**src/rtl/fp_mant_pkg.sv**
```systemverilog
// Shared significand-stage constants and types for the FP divider and multiplier
// mantissa datapaths.
package fp_mant_pkg;
   localparam int EXP_W  = 8;
   localparam int MANT_W = 23;
   localparam int SIG_W  = MANT_W + 1;
   localparam int QUO_W  = MANT_W + 3;
   localparam int CNT_W  = 5;

   // One integer quotient bit plus 25 fraction bits
   localparam logic [CNT_W-1:0] CALC_LAST = CNT_W'(QUO_W - 1);

   typedef enum logic [1:0] {
      ST_IDLE,
      ST_CALC,
      ST_ROUND,
      ST_DONE
   } div_state_e;

   typedef struct packed {
      logic [MANT_W-1:0] mantissa;
      logic              normalised;
      logic              round_carry;
      logic              div_by_zero;
   } div_result_t;
endpackage

```
**src/rtl/mantissa_div_round.sv**
```systemverilog
// Normalise and round the raw restoring-division quotient/remainder into a result.
// MANTISSA_DIV_ROUND_EN selects round-to-nearest-even; otherwise the quotient is truncated.
module mantissa_div_round
   import fp_mant_pkg::*;
(
   input  logic [QUO_W-1:0] quo,
   input  logic [QUO_W-1:0] rem,
   output div_result_t      result
);

   logic [MANT_W-1:0] mant;
`ifdef MANTISSA_DIV_ROUND_EN
   logic              guard;
   logic              sticky;
   logic              inc;
   logic [MANT_W:0]   sum;
`else
   logic              unused_trunc;
   assign unused_trunc = ^{quo[0], rem};
`endif

   always_comb begin
      mant = quo[QUO_W-1] ? quo[QUO_W-2:2] : quo[QUO_W-3:1];
      result = '0;
      result.normalised = quo[QUO_W-1];
`ifdef MANTISSA_DIV_ROUND_EN
      // Quotient bit 0 joins the sticky only when the integer bit shifts the guard up
      if (quo[QUO_W-1]) begin
         guard  = quo[1];
         sticky = quo[0] | (|rem);
      end else begin
         guard  = quo[0];
         sticky = |rem;
      end
      inc = guard & (sticky | mant[0]);
      sum = {1'b0, mant} + {{MANT_W{1'b0}}, inc};
      result.mantissa    = sum[MANT_W-1:0];
      result.round_carry = sum[MANT_W];
`else
      result.mantissa = mant;
`endif
   end

endmodule

```
**src/rtl/mantissa_div_seq.sv**
```systemverilog
// Iterative radix-2 restoring divider for single-precision significands, one op in flight.
// Rounding mode is selected by MANTISSA_DIV_ROUND_EN (defined: RNE, undefined: truncate).
module mantissa_div_seq
   import fp_mant_pkg::*;
(
   input  logic                    clk,
   input  logic                    rst,
   input  logic                    in_valid,
   output logic                    in_ready,
   input  logic [EXP_W+MANT_W-1:0] a_operand,
   input  logic [EXP_W+MANT_W-1:0] b_operand,
   output logic                    out_valid,
   input  logic                    out_ready,
   output logic [MANT_W-1:0]       quotient_mantissa,
   output logic                    normalised,
   output logic                    round_carry,
   output logic                    div_by_zero
);

   div_state_e        state_q, state_d;
   logic [QUO_W-1:0]  rem_q, rem_d;
   logic [QUO_W-1:0]  quo_q, quo_d;
   logic [CNT_W-1:0]  cnt_q, cnt_d;
   logic [SIG_W-1:0]  dvs_q, dvs_d;
   div_result_t       res_q, res_d;
   logic              in_ready_q, in_ready_d;
   logic              out_valid_q, out_valid_d;

   div_result_t       round_res;
   logic [QUO_W-1:0]  dvs_ext;
   logic [QUO_W-1:0]  rem_sel;
   logic              rem_ge;

   mantissa_div_round u_round (
      .quo    (quo_q),
      .rem    (rem_q),
      .result (round_res)
   );

   always_comb begin
      state_d     = state_q;
      rem_d       = rem_q;
      quo_d       = quo_q;
      cnt_d       = cnt_q;
      dvs_d       = dvs_q;
      res_d       = res_q;
      in_ready_d  = in_ready_q;
      out_valid_d = out_valid_q;

      dvs_ext = {2'b00, dvs_q};
      rem_ge  = (rem_q >= dvs_ext);
      rem_sel = rem_ge ? (rem_q - dvs_ext) : rem_q;

      case (state_q)
         ST_IDLE: begin
            if (in_valid) begin
               in_ready_d = 1'b0;
               // Exponent field zero means the operand is flushed to zero
               if (b_operand[EXP_W+MANT_W-1:MANT_W] == '0) begin
                  res_d             = '0;
                  res_d.div_by_zero = 1'b1;
                  out_valid_d       = 1'b1;
                  state_d           = ST_DONE;
               end else if (a_operand[EXP_W+MANT_W-1:MANT_W] == '0) begin
                  res_d       = '0;
                  out_valid_d = 1'b1;
                  state_d     = ST_DONE;
               end else begin
                  rem_d   = {2'b00, 1'b1, a_operand[MANT_W-1:0]};
                  dvs_d   = {1'b1, b_operand[MANT_W-1:0]};
                  quo_d   = '0;
                  cnt_d   = CALC_LAST;
                  state_d = ST_CALC;
               end
            end
         end
         ST_CALC: begin
            rem_d = rem_sel << 1;
            quo_d = {quo_q[QUO_W-2:0], rem_ge};
            cnt_d = cnt_q - CNT_W'(1);
            if (cnt_q == '0) begin
               state_d = ST_ROUND;
            end
         end
         ST_ROUND: begin
            res_d       = round_res;
            out_valid_d = 1'b1;
            state_d     = ST_DONE;
         end
         ST_DONE: begin
            if (out_ready) begin
               out_valid_d = 1'b0;
               in_ready_d  = 1'b1;
               state_d     = ST_IDLE;
            end
         end
         default: begin
            out_valid_d = 1'b0;
            in_ready_d  = 1'b1;
            state_d     = ST_IDLE;
         end
      endcase
   end

   always_ff @(posedge clk) begin
      if (rst) begin
         state_q     <= ST_IDLE;
         rem_q       <= '0;
         quo_q       <= '0;
         cnt_q       <= '0;
         dvs_q       <= '0;
         res_q       <= '0;
         in_ready_q  <= 1'b1;
         out_valid_q <= 1'b0;
      end else begin
         state_q     <= state_d;
         rem_q       <= rem_d;
         quo_q       <= quo_d;
         cnt_q       <= cnt_d;
         dvs_q       <= dvs_d;
         res_q       <= res_d;
         in_ready_q  <= in_ready_d;
         out_valid_q <= out_valid_d;
      end
   end

   assign in_ready          = in_ready_q;
   assign out_valid         = out_valid_q;
   assign quotient_mantissa = res_q.mantissa;
   assign normalised        = res_q.normalised;
   assign round_carry       = res_q.round_carry;
   assign div_by_zero       = res_q.div_by_zero;

endmodule

```
**config.mk**
```make
export PLATFORM = sky130hd
export DESIGN_NAME = mantissa_div_seq
export DESIGN_NICKNAME = d
export VERILOG_FILES = /design/src/rtl/fp_mant_pkg.sv /design/src/rtl/mantissa_div_round.sv /design/src/rtl/mantissa_div_seq.sv
export SDC_FILE = /design/constraint.sdc
export NUM_CORES = 1
export LEC_CHECK = 0
export CAP_MARGIN = 20
export CORE_ASPECT_RATIO = 0.7
export CORE_UTILIZATION = 51
export CTS_BUF_LIST = sky130_fd_sc_hd__clkbuf_4 sky130_fd_sc_hd__clkbuf_8
export CTS_CLUSTER_SIZE = 10
export DETAILED_ROUTE_END_ITERATION = 10
export PLACE_DENSITY = 0.86
export SLEW_MARGIN = 20
export SYNTH_ARGS = -nofsm -noshare
export SYNTH_HDL_FRONTEND = slang
export SYNTH_SLANG_ARGS = --single-unit
```
**constraint.sdc**
```tcl
create_clock -name clk -period 2.91 [get_ports clk]
set_input_delay 0.582 -clock clk [delete_from_list [all_inputs] [get_ports clk]]
set_output_delay 0.582 -clock clk [all_outputs]
set_load 0.005 [all_outputs]
```
==> results.toml, run 1 <==
[clocking]
cts_buffers = 9
clockBufferDepth = 2
cts_num_sinks = 110
clkLatencyLatePin_ns = 0.39
cts_root_buffer = "clkbuf_8"
ctsHtreeMaxLevel = 3
path_clk_slew_ns = 0.12
ctsHoldBuffers = 0
cts_tree = "done"

[global_routing]
antenna_found_initial = 0
grt_usage_pct = 26.8
grt_pass1_vias = 5350
grt_pass1_wl_um = 25700
grt_overflow = 0
grt_max_degree = 47

[synthesis]
syn_area_per_cell_um2 = 7.84
synth_edf_count = 0
synth-seq-area-share_pct = 37.0
synthAdderAreaFrac_pct = 6.65
synth_simple_gate_area_share_pct = 19.2
synth_warnings = 0
synth_top_family_by_area = "compound AO/OA/AOI/OAI gates"
synth_xor_area_share_pct = 3.24
syn_nets = 855
synth.cell_area_mm2 = 0.00595
synthFlopType = "dfxtp_1"
synth-seq-cells = 110
syn_inst = 758
synthDistinctLibCells = 56
synth_compound_area_share_pct = 22.8
synthMuxAreaShare_pct = 5.03
async_flop_share_pct = 0

[worst_setup_path]
path_max_fanout = 3
rrSetupSlack_ns = 0.03
worst_r2r_endpoint = "rem_q[25]$_SDFFE_PP0P_"
worstSetupEndpointType = "register"
crit_type = "reg2reg"
cp.required_ns = 3.26
reg2regPathDepth = 12
crit_arrival_ns = 3.23
start_kind = "register"
r2r_start = "rem_q[0]$_SDFFE_PP0P_"

[drt]
drt-initial-drc-count = 722
routed_wl_um = 15700
drt-wirelength-per-cell_um = 15.6
route.detailed.drc = 0
drt-vias-per-instance = 5.79
ant_nets = 0
vias = 5852
firstDrtPassIters = 5

[place]
post-place-ws_ns = -0.0796
finalWeightedCongestion = 0.968
portBuffers = 92
dpl.hpwl_um = 11200
dpl-instance-area_mm2 = 0.00713

[floorplanning]
io-pin-count = 94
num_rows = 32
start_util_pct = 53.2
die_w_um = 131
die_h_um = 92.3
die-area_mm2 = 0.0121
core_area_mm2 = 0.0112

[sta]
period_share_pct = 99.0
holdWs_ns = 0.460
rsz0062_at_grt = "true"
fmax_mhz = 347
maxSlewViolCount = 0
fin_skew_ns = 0.0179
timing.final.hold_violations = 0
relSlewSlack_pct = 28.7
fin_setup_tns_ns = 0
worst_pin_slew_ns = 1.07
layout_setup_ws_ns = 0.0295
fin_crit_ns = 2.88
setup_viol = 0

[final_layout]
drive_gt1_share_pct = 12.5
final_core_util_pct = 67.2
nNetsFinal = 949
num_antenna_cells = 0
finalInstanceArea_mm2 = 0.00750
area_growth_pct = 26.2

[min_path]
hold_path_depth = 2
hp-class = "reg2reg"
hp-start = "dvs_q[16]$_SDFFE_PP0P_"
min_to = "dvs_q[16]$_SDFFE_PP0P_"

[power]
power_density_mw_per_mm2 = 1230
p_leak_nw = 2.86
irDropWorstVdd_uv = 720

[job]
drv_cap = 0

[outcome]
status = "completed"
[sequential cells by signal, indices dropped and copies added, names as in the netlist, 2 cells and up]
signal,cells
dvs_q,24
rem_q,26
state_q,2
quotient_mantissa,23
cnt_q,5
quo_q,26
[how the worst max path moves through the flow]
stage                                 startpoint                endpoint  slack (ns)  cells after the start
after floorplan            rem_q[0]$_SDFFE_PP0P_  rem_q[25]$_SDFFE_PP0P_        0.13                     12
after global placement     rem_q[0]$_SDFFE_PP0P_  rem_q[25]$_SDFFE_PP0P_        0.03                     12
after detailed placement   rem_q[0]$_SDFFE_PP0P_   rem_q[9]$_SDFFE_PP0P_       -0.08                     12
after CTS                  rem_q[0]$_SDFFE_PP0P_  rem_q[25]$_SDFFE_PP0P_       0.008                     12
after global routing      rem_q[17]$_SDFFE_PP0P_  rem_q[23]$_SDFFE_PP0P_       -0.05                     10
final                      rem_q[0]$_SDFFE_PP0P_  rem_q[25]$_SDFFE_PP0P_        0.03                     12
[layer usage]
metal	vias to the layer above	GRT usage (%)	share of wire, %
met2	242	39.8	43
met1	2711	38.9	47
met5	-	0	0
li1	2872	-	-
met4	0	6.51	1.3
met3	27	6.35	9.2
[cell usage after synthesis (all sizes together), types with 3 or more instances]
cell type | n | area (µm²)
clkbuf | 42 | 158
ha | 30 | 375
xor2 | 13 | 114
xnor2 | 9 | 78.8
a2111oi | 3 | 26.3
o21ai | 18 | 90.1
dfxtp | 110 | 2200
a21boi | 3 | 22.5
mux2 | 23 | 259
buf | 7 | 41.3
nand4 | 10 | 62.6
o21bai | 4 | 30.0
a22oi | 30 | 225
a221o | 5 | 50.1
inv | 41 | 154
a211oi | 4 | 30.0
a21o | 9 | 67.6
nor4 | 7 | 43.8
a21oi | 104 | 521
a31oi | 4 | 25.0
o21a | 4 | 30.0
nor3 | 14 | 70.1
nand3 | 47 | 235
o22ai | 16 | 100
o221ai | 3 | 26.3
and3 | 3 | 18.8
or3 | 3 | 18.8
mux2i | 4 | 40.0
nor2 | 50 | 188
nand2 | 114 | 430
[what timing repair did]
action                                  4_1_cts  5_1_grt
gates resized for setup                       4       20
setup buffers                                 4        2
pin swaps                                     3        7
endpoints found under the setup margin        7       12
[area by class of cell]
class                   instances  area [µm²]
clock buffers                  10         138
flip-flops and latches        110        2200
well taps                     153         191
inverters                      42         159
repair buffers                132        1220
clock inverters                 6        85.1
multi-input cells             557        3510
fillers                       889        3670
[per-stage QoR]
stage | total power, W | instances
after floorplan | 0.00603 | 758
after global placement | 0.00745 | 988
after detailed placement | 0.00754 | 988
after CTS | 0.00877 | 1008
after global routing | 0.00990 | 1010
final | 0.00923 | 1010
[worst max-delay path, cell delays in order, from the launching register on]
cell	delay, ns
dfxtp_2	0.36
inv_2	0.07
ha_4	0.14
inv_2	0.04
fa_2	0.35
a21o_1	0.22
a221oi_4	0.33
o2bb2ai_4	0.13
o21bai_4	0.17
nand2_2	0.08
a2111o_1	0.46
or4_4	0.43
nand3_2	0.08
[report_power, final]
group	switching (W)	internal, W	leakage, nW
clock network	0.000582	0.000444	0.110
registers	0.000291	0.00179	0.896
logic	0.00350	0.00262	1.85
total	0.00437	0.00485	2.86
[cells by family (layout without fill, tap and decap cells)]
logic type / count (synthesis) / in the layout
simple gates: 258 / 258
buf+inv: 91 / 190
flops: 110 / 110
fa+ha+maj: 31 / 31
other cells: 1 / 1
xor+xnor: 22 / 22
mux: 27 / 27
compound gates: 218 / 218
[cell usage in the layout (no fill, tap or decap), types with 4 or more instances in the layout]
master / n
nor4_1: 7
inv_1: 39
nor3_1: 14
nand3_1: 46
clkbuf_8: 10
a21oi_1: 103
a31oi_1: 4
o21a_1: 4
a22oi_1: 29
xnor2_1: 9
xor2_1: 13
a211oi_1: 4
nand4_1: 10
o22ai_1: 16
a21o_1: 9
mux2i_1: 4
nor2_1: 48
a221o_1: 5
buf_4: 41
nand2_1: 112
dfxtp_1: 108
o21ai_0: 16
clkdlybuf4s50_1: 91
mux2_2: 23
ha_1: 26
(Power assumes the default switching activity.)
==> run 2: changes to the inputs <==
--- a/config.mk
+++ b/config.mk
@@ -7,11 +7,11 @@
 export LEC_CHECK = 0
 export CAP_MARGIN = 20
 export CORE_ASPECT_RATIO = 0.7
-export CORE_UTILIZATION = 51
+export CORE_UTILIZATION = 25
 export CTS_BUF_LIST = sky130_fd_sc_hd__clkbuf_4 sky130_fd_sc_hd__clkbuf_8
 export CTS_CLUSTER_SIZE = 10
 export DETAILED_ROUTE_END_ITERATION = 10
-export PLACE_DENSITY = 0.86
+export PLACE_DENSITY = 0.52
 export SLEW_MARGIN = 20
 export SYNTH_ARGS = -nofsm -noshare
 export SYNTH_HDL_FRONTEND = slang
==> run 2 against run 1 <==
Critical path type unchanged. Largest power group unchanged. Maximum frequency rose by 2.1%. Global-route usage fell by 13 points. Sequential cell count did not move. Critical endpoint unchanged.
==> results.toml, run 2 (synthesized netlist as in run 1, its figures left out) <==
[final_layout]
area_growth_pct = 29.5
drive_gt1_share_pct = 12.6
finalInstanceArea_mm2 = 0.00770
final_common_cell = "nand2_1"
layout_common_cells = "nand2_1 (113), dfxtp_1 (108), a21oi_1 (103), clkdlybuf4s50_1 (91), nor2_1 (49)"
num_antenna_cells = 0
final_core_util_pct = 33.5
largestRegisters = "quo_q: 26 flops, rem_q: 26 flops, dvs_q: 24 flops"
nNetsFinal = 954

[sta]
fmax_mhz = 354
timing.final.hold_violations = 0
relSlewSlack_pct = 22.0
fin_skew_ns = 0.0177
period_share_pct = 97.0
worst_pin_slew_ns = 1.17
maxSlewViolCount = 0
fin_crit_ns = 2.82
rsz0062_at_grt = "true"
setup_viol = 0
holdWs_ns = 0.457

[drt]
drt-wirelength-per-cell_um = 14.7
drt-initial-drc-count = 356
vias = 5608
drt-vias-per-instance = 4.78
ant_nets = 0
route.detailed.drc = 0
routed_wl_um = 17200
firstDrtPassIters = 5

[clocking]
cts_buffers = 9
clkLatencyLatePin_ns = 0.39
clockBufferDepth = 2
ctsHtreeMaxLevel = 3
cts_tree = "done"
cts_root_buffer = "clkbuf_8"
cts_num_sinks = 110
path_clk_slew_ns = 0.12
ctsHoldBuffers = 0

[min_path]
hp-start = "quo_q[0]$_SDFFE_PP0P_"
hp-class = "reg2reg"
hold_path_depth = 2
min_to = "quo_q[1]$_SDFFE_PP0P_"

[power]
p_leak_nw = 2.87
power_density_mw_per_mm2 = 1190
irDropWorstVdd_uv = 537

[floorplanning]
die-area_mm2 = 0.0244
die_w_um = 186
core_area_mm2 = 0.0230
die_h_um = 131
num_rows = 46
start_util_pct = 25.9
io-pin-count = 94

[worst_setup_path]
rrSetupSlack_ns = 0.09
r2r_start = "rem_q[0]$_SDFFE_PP0P_"
path_max_fanout = 4
reg2regPathDepth = 12
worstSetupEndpointType = "register"
cp.required_ns = 3.25
crit_arrival_ns = 3.16
worst_r2r_endpoint = "rem_q[25]$_SDFFE_PP0P_"
crit_type = "reg2reg"
start_kind = "register"

[global_routing]
use_met3_pct = 2.80
grt_pass1_vias = 5288
grtUsageMet1_pct = 21.9
grt_use_met2_pct = 20.1
antenna_found_initial = 0
grt_max_degree = 109
grt_overflow = 0
grt_usage_pct = 14.3
globalRoute.busiestLayer = "met1"
grt_pass1_wl_um = 27900

[outcome]
status = "completed"

[place]
dpl-instance-area_mm2 = 0.00742
portBuffers = 92
finalWeightedCongestion = 0.845
dpl.hpwl_um = 12600

[job]
drv_cap = 0
## run 2: what timing repair did
item / CTS / global route
gates resized for setup: 1 / 20
hold endpoints to repair: 0 / 0
gates cloned: 0 / 0
pin swaps: 0 / 6
setup buffers: 0 / 1
endpoints found under the setup margin: 5 / 21
## run 2: how the worst max path moves through the flow
| stage | from | endpoint | depth (start not counted) |
|---|---|---|---|
| 6_report | rem_q[0]$_SDFFE_PP0P_ | rem_q[25]$_SDFFE_PP0P_ | 12 |
| 3_3_place_gp | rem_q[0]$_SDFFE_PP0P_ | rem_q[25]$_SDFFE_PP0P_ | 12 |
| 5_1_grt | rem_q[0]$_SDFFE_PP0P_ | rem_q[25]$_SDFFE_PP0P_ | 12 |
| 4_1_cts | rem_q[0]$_SDFFE_PP0P_ | rem_q[25]$_SDFFE_PP0P_ | 12 |
| 2_1_floorplan | rem_q[0]$_SDFFE_PP0P_ | rem_q[25]$_SDFFE_PP0P_ | 12 |
| 3_5_place_dp | b_operand[23] | rem_q[2]$_SDFFE_PP0P_ | 8 |
## run 2: power breakdown
part	switching, W	leakage (nW)	internal [W]
Combinational	0.00348	1.87	0.00268
Sequential	0.000280	0.896	0.00179
Clock	0.000608	0.101	0.000348
## run 2: layer usage
layer	vias to the layer above	wire length (µm)
met5	-	0
met2	135	6720
li1	2891	-
met4	0	119
met1	2573	9530
met3	9	848
## run 2: layout make-up
type,instances,area [µm²]
clock inverters,6,65.1
repair buffers,137,1270
flip-flops and latches,110,2200
multi-input cells,557,3470
clock buffers,10,131
well taps,312,390
fillers,2444,15300
inverters,42,161
## run 2: per-stage QoR
stage	instances	power [W]	setup TNS [ns]	worst slack, ns
floorplan	758	0.00603	0	0.134
global placement	1157	0.00802	0	0.0227
detailed placement	1157	0.00797	-0.336	-0.0607
CTS	1173	0.00901	-0.00521	-0.00521
global route	1174	0.0100	-0.0775	-0.0550
finish	1174	0.00918	0	0.0886
## run 2: worst max-delay path, stage by stage (launching register included)
cell,delay (ns)
dfxtp_2,0.35
inv_2,0.06
ha_4,0.13
inv_2,0.03
fa_2,0.34
a21o_1,0.23
a221oi_4,0.32
o2bb2ai_2,0.12
o21bai_1,0.17
nand2_1,0.09
a2111o_1,0.42
or4_4,0.43
nand3_2,0.08
==> run 3: changes to the inputs <==
--- a/config.mk
+++ b/config.mk
@@ -7,11 +7,12 @@
 export LEC_CHECK = 0
 export CAP_MARGIN = 20
 export CORE_ASPECT_RATIO = 0.7
-export CORE_UTILIZATION = 25
+export CORE_MARGIN = 2
+export CORE_UTILIZATION = 60
 export CTS_BUF_LIST = sky130_fd_sc_hd__clkbuf_4 sky130_fd_sc_hd__clkbuf_8
 export CTS_CLUSTER_SIZE = 10
 export DETAILED_ROUTE_END_ITERATION = 10
-export PLACE_DENSITY = 0.52
+export PLACE_DENSITY = 0.95
 export SLEW_MARGIN = 20
 export SYNTH_ARGS = -nofsm -noshare
 export SYNTH_HDL_FRONTEND = slang
==> constraint.sdc (replaced) <==
create_clock -name clk -period 3.5 [get_ports clk]
set_input_delay 0.7 -clock clk [delete_from_list [all_inputs] [get_ports clk]]
set_output_delay 0.7 -clock clk [all_outputs]
set_load 0.005 [all_outputs]
==> run 3 against run 2 <==
Utilization increased by 40 points. Critical path depth increased by 1. Critical endpoint is now rem_q[23]$_SDFFE_PP0P_. Non-clock buffer count shrank 27. Worst setup slack gained 0.20 ns. Routed wire length shrank 7.7%. Clock power down 22%. Highest routed layer unchanged. Combinational power shrank 26%. Largest cell class unchanged. Register-to-register slack better by 0.20 ns. First-iteration DRC count grew 63%. Die area down 56%. Cell count fell by 18%.
==> results.toml, run 3 (synthesized netlist as in run 1, its figures left out) <==
[worst_setup_path]
crit_arrival_ns = 3.43
path_max_fanout = 13
cp.required_ns = 3.72
worstSetupEndpointType = "register"
start_kind = "register"
rrSetupSlack_ns = 0.29
crit_type = "reg2reg"

[final_layout]
area_growth_pct = 20.5
layout_common_cells = "nand2_1 (113), dfxtp_1 (110), a21oi_1 (103), clkdlybuf4s50_1 (91), nor2_1 (49)"
nNetsFinal = 927
drive_gt1_share_pct = 8.14
num_antenna_cells = 0
final_common_cell = "nand2_1"
largestRegisters = "quo_q: 26 flops, rem_q: 26 flops, dvs_q: 24 flops"
finalInstanceArea_mm2 = 0.00717
fillCellCount = 724

[power]
combPwrFrac_pct = 64.8
p_int_w = 0.00355
irDropWorstVdd_uv = 605
power_density_mw_per_mm2 = 977
pwr-share-seq_pct = 24.4
p_clk_share_pct = 10.7
switching_share_pct = 49.3
p_leak_nw = 2.71
power_switching_w = 0.00345

[sta]
setup_viol = 0
worst_pin_slew_ns = 1.08
relSlewSlack_pct = 27.6
fmax_mhz = 312
timing.final.hold_violations = 0
fin_setup_tns_ns = 0
period_share_pct = 91.7
fin_skew_ns = 0.00713
fin_crit_ns = 3.21
rsz0062_at_grt = "false"
maxSlewViolCount = 0

[global_routing]
antenna_found_initial = 0
grt_max_degree = 84
grt_pass1_vias = 5353
grt_overflow = 0
grt_usage_pct = 30.5
grt_pass1_wl_um = 25800

[drt]
drt-vias-per-instance = 6.12
vias = 5889
drt-wirelength-per-cell_um = 16.5
firstDrtPassIters = 7
routed_wl_um = 15900
route.detailed.drc = 0
drt-initial-drc-count = 582
ant_nets = 0

[floorplanning]
core_area_mm2 = 0.00968
die_h_um = 87.3
start_util_pct = 61.4
die_w_um = 123
die-area_mm2 = 0.0107
io-pin-count = 94
num_rows = 30

[min_path]
hp-class = "reg2reg"

[clocking]
cts_setup_buffers = 0
cts_buffers = 9
cts_root_buffer = "clkbuf_8"
cts_tree = "done"
clkLatencyLatePin_ns = 0.39
path_clk_slew_ns = 0.10
clockBufferDepth = 2
ctsHtreeMaxLevel = 3
cts_num_sinks = 110

[outcome]
status = "completed"

[place]
portBuffers = 92
dpl.hpwl_um = 11600
dpl-instance-area_mm2 = 0.00698
finalWeightedCongestion = 0.936

[job]
drv_cap = 0
==> run 3: repair_timing <==
| item | 4_1_cts | 5_1_grt |
|---|---|---|
| endpoints found under the setup margin | 0 | 3 |
| endpoints found under the hold margin | 0 | 0 |
| hold buffers | 0 | 0 |
| resized for setup | 0 | 1 |
==> run 3: worst paths after layout <==
kind                                       from                            endpoint  cells after the start
max                       rem_q[0]$_SDFFE_PP0P_              rem_q[23]$_SDFFE_PP0P_                     13
min          quotient_mantissa[18]$_SDFFE_PP0P_  quotient_mantissa[18]$_SDFFE_PP0P_                      2
max reg2reg               rem_q[0]$_SDFFE_PP0P_              rem_q[23]$_SDFFE_PP0P_                     13
min reg2reg  quotient_mantissa[18]$_SDFFE_PP0P_  quotient_mantissa[18]$_SDFFE_PP0P_                      2
==> run 3: power by group through the flow <==
stage	registers (W)	logic [W]	clock network, W
after CTS	0.00170	0.00441	0.000752
final	0.00171	0.00454	0.000750
after global routing	0.00173	0.00499	0.000800
after global placement	0.00171	0.00426	0
after floorplan	0.00165	0.00336	0
after detailed placement	0.00173	0.00437	0
==> run 3: metal layers <==
metal / global-route usage (%) / up-vias / part of all wire, % / routed length [µm]
met4: 8.57 / 0 / 1.4 / 215
li1: - / 2830 / - / -
met2: 48.5 / 258 / 46 / 7270
met5: 0 / - / 0 / 0
met1: 42.2 / 2772 / 44 / 7050
met3: 6.09 / 29 / 8.6 / 1370
==> run 3: through the flow <==
step           utilization [%]  std cells  worst slack, ns  hold WS, ns  power, W
5_1_grt                   74.0        963           0.0614        0.470   0.00753
2_1_floorplan                -        758            0.724        0.435   0.00501
3_5_place_dp              72.0        947            0.203        0.446   0.00610
3_3_place_gp              72.0        947            0.385        0.442   0.00597
4_1_cts                   74.0        963            0.183        0.460   0.00686
6_report                  74.0        963            0.290        0.458   0.00700
==> run 3: critical path, stage by stage (launching register included) <==
cell and delay, ns:
dfxtp_1 0.34, inv_1 0.07, ha_1 0.16, inv_1 0.05, fa_1 0.39, a21o_1 0.20
a221oi_2 0.41, o2bb2ai_2 0.15, nand3_1 0.11, and4_2 0.39, clkinv_1 0.22, buf_4 0.21
o21ai_0 0.19, a2111oi_0 0.15
==> run 3: final cells by class <==
type	instances	area, µm²	share of cell area, %
Clock buffer	12	159	2.22
Clock inverter	4	30.0	0.419
Inverter	42	158	2.20
Multi-Input combinational cell	557	3410	47.5
Sequential cell	110	2200	30.7
Tap cell	128	160	2.24
Timing Repair Buffer	110	1050	14.7
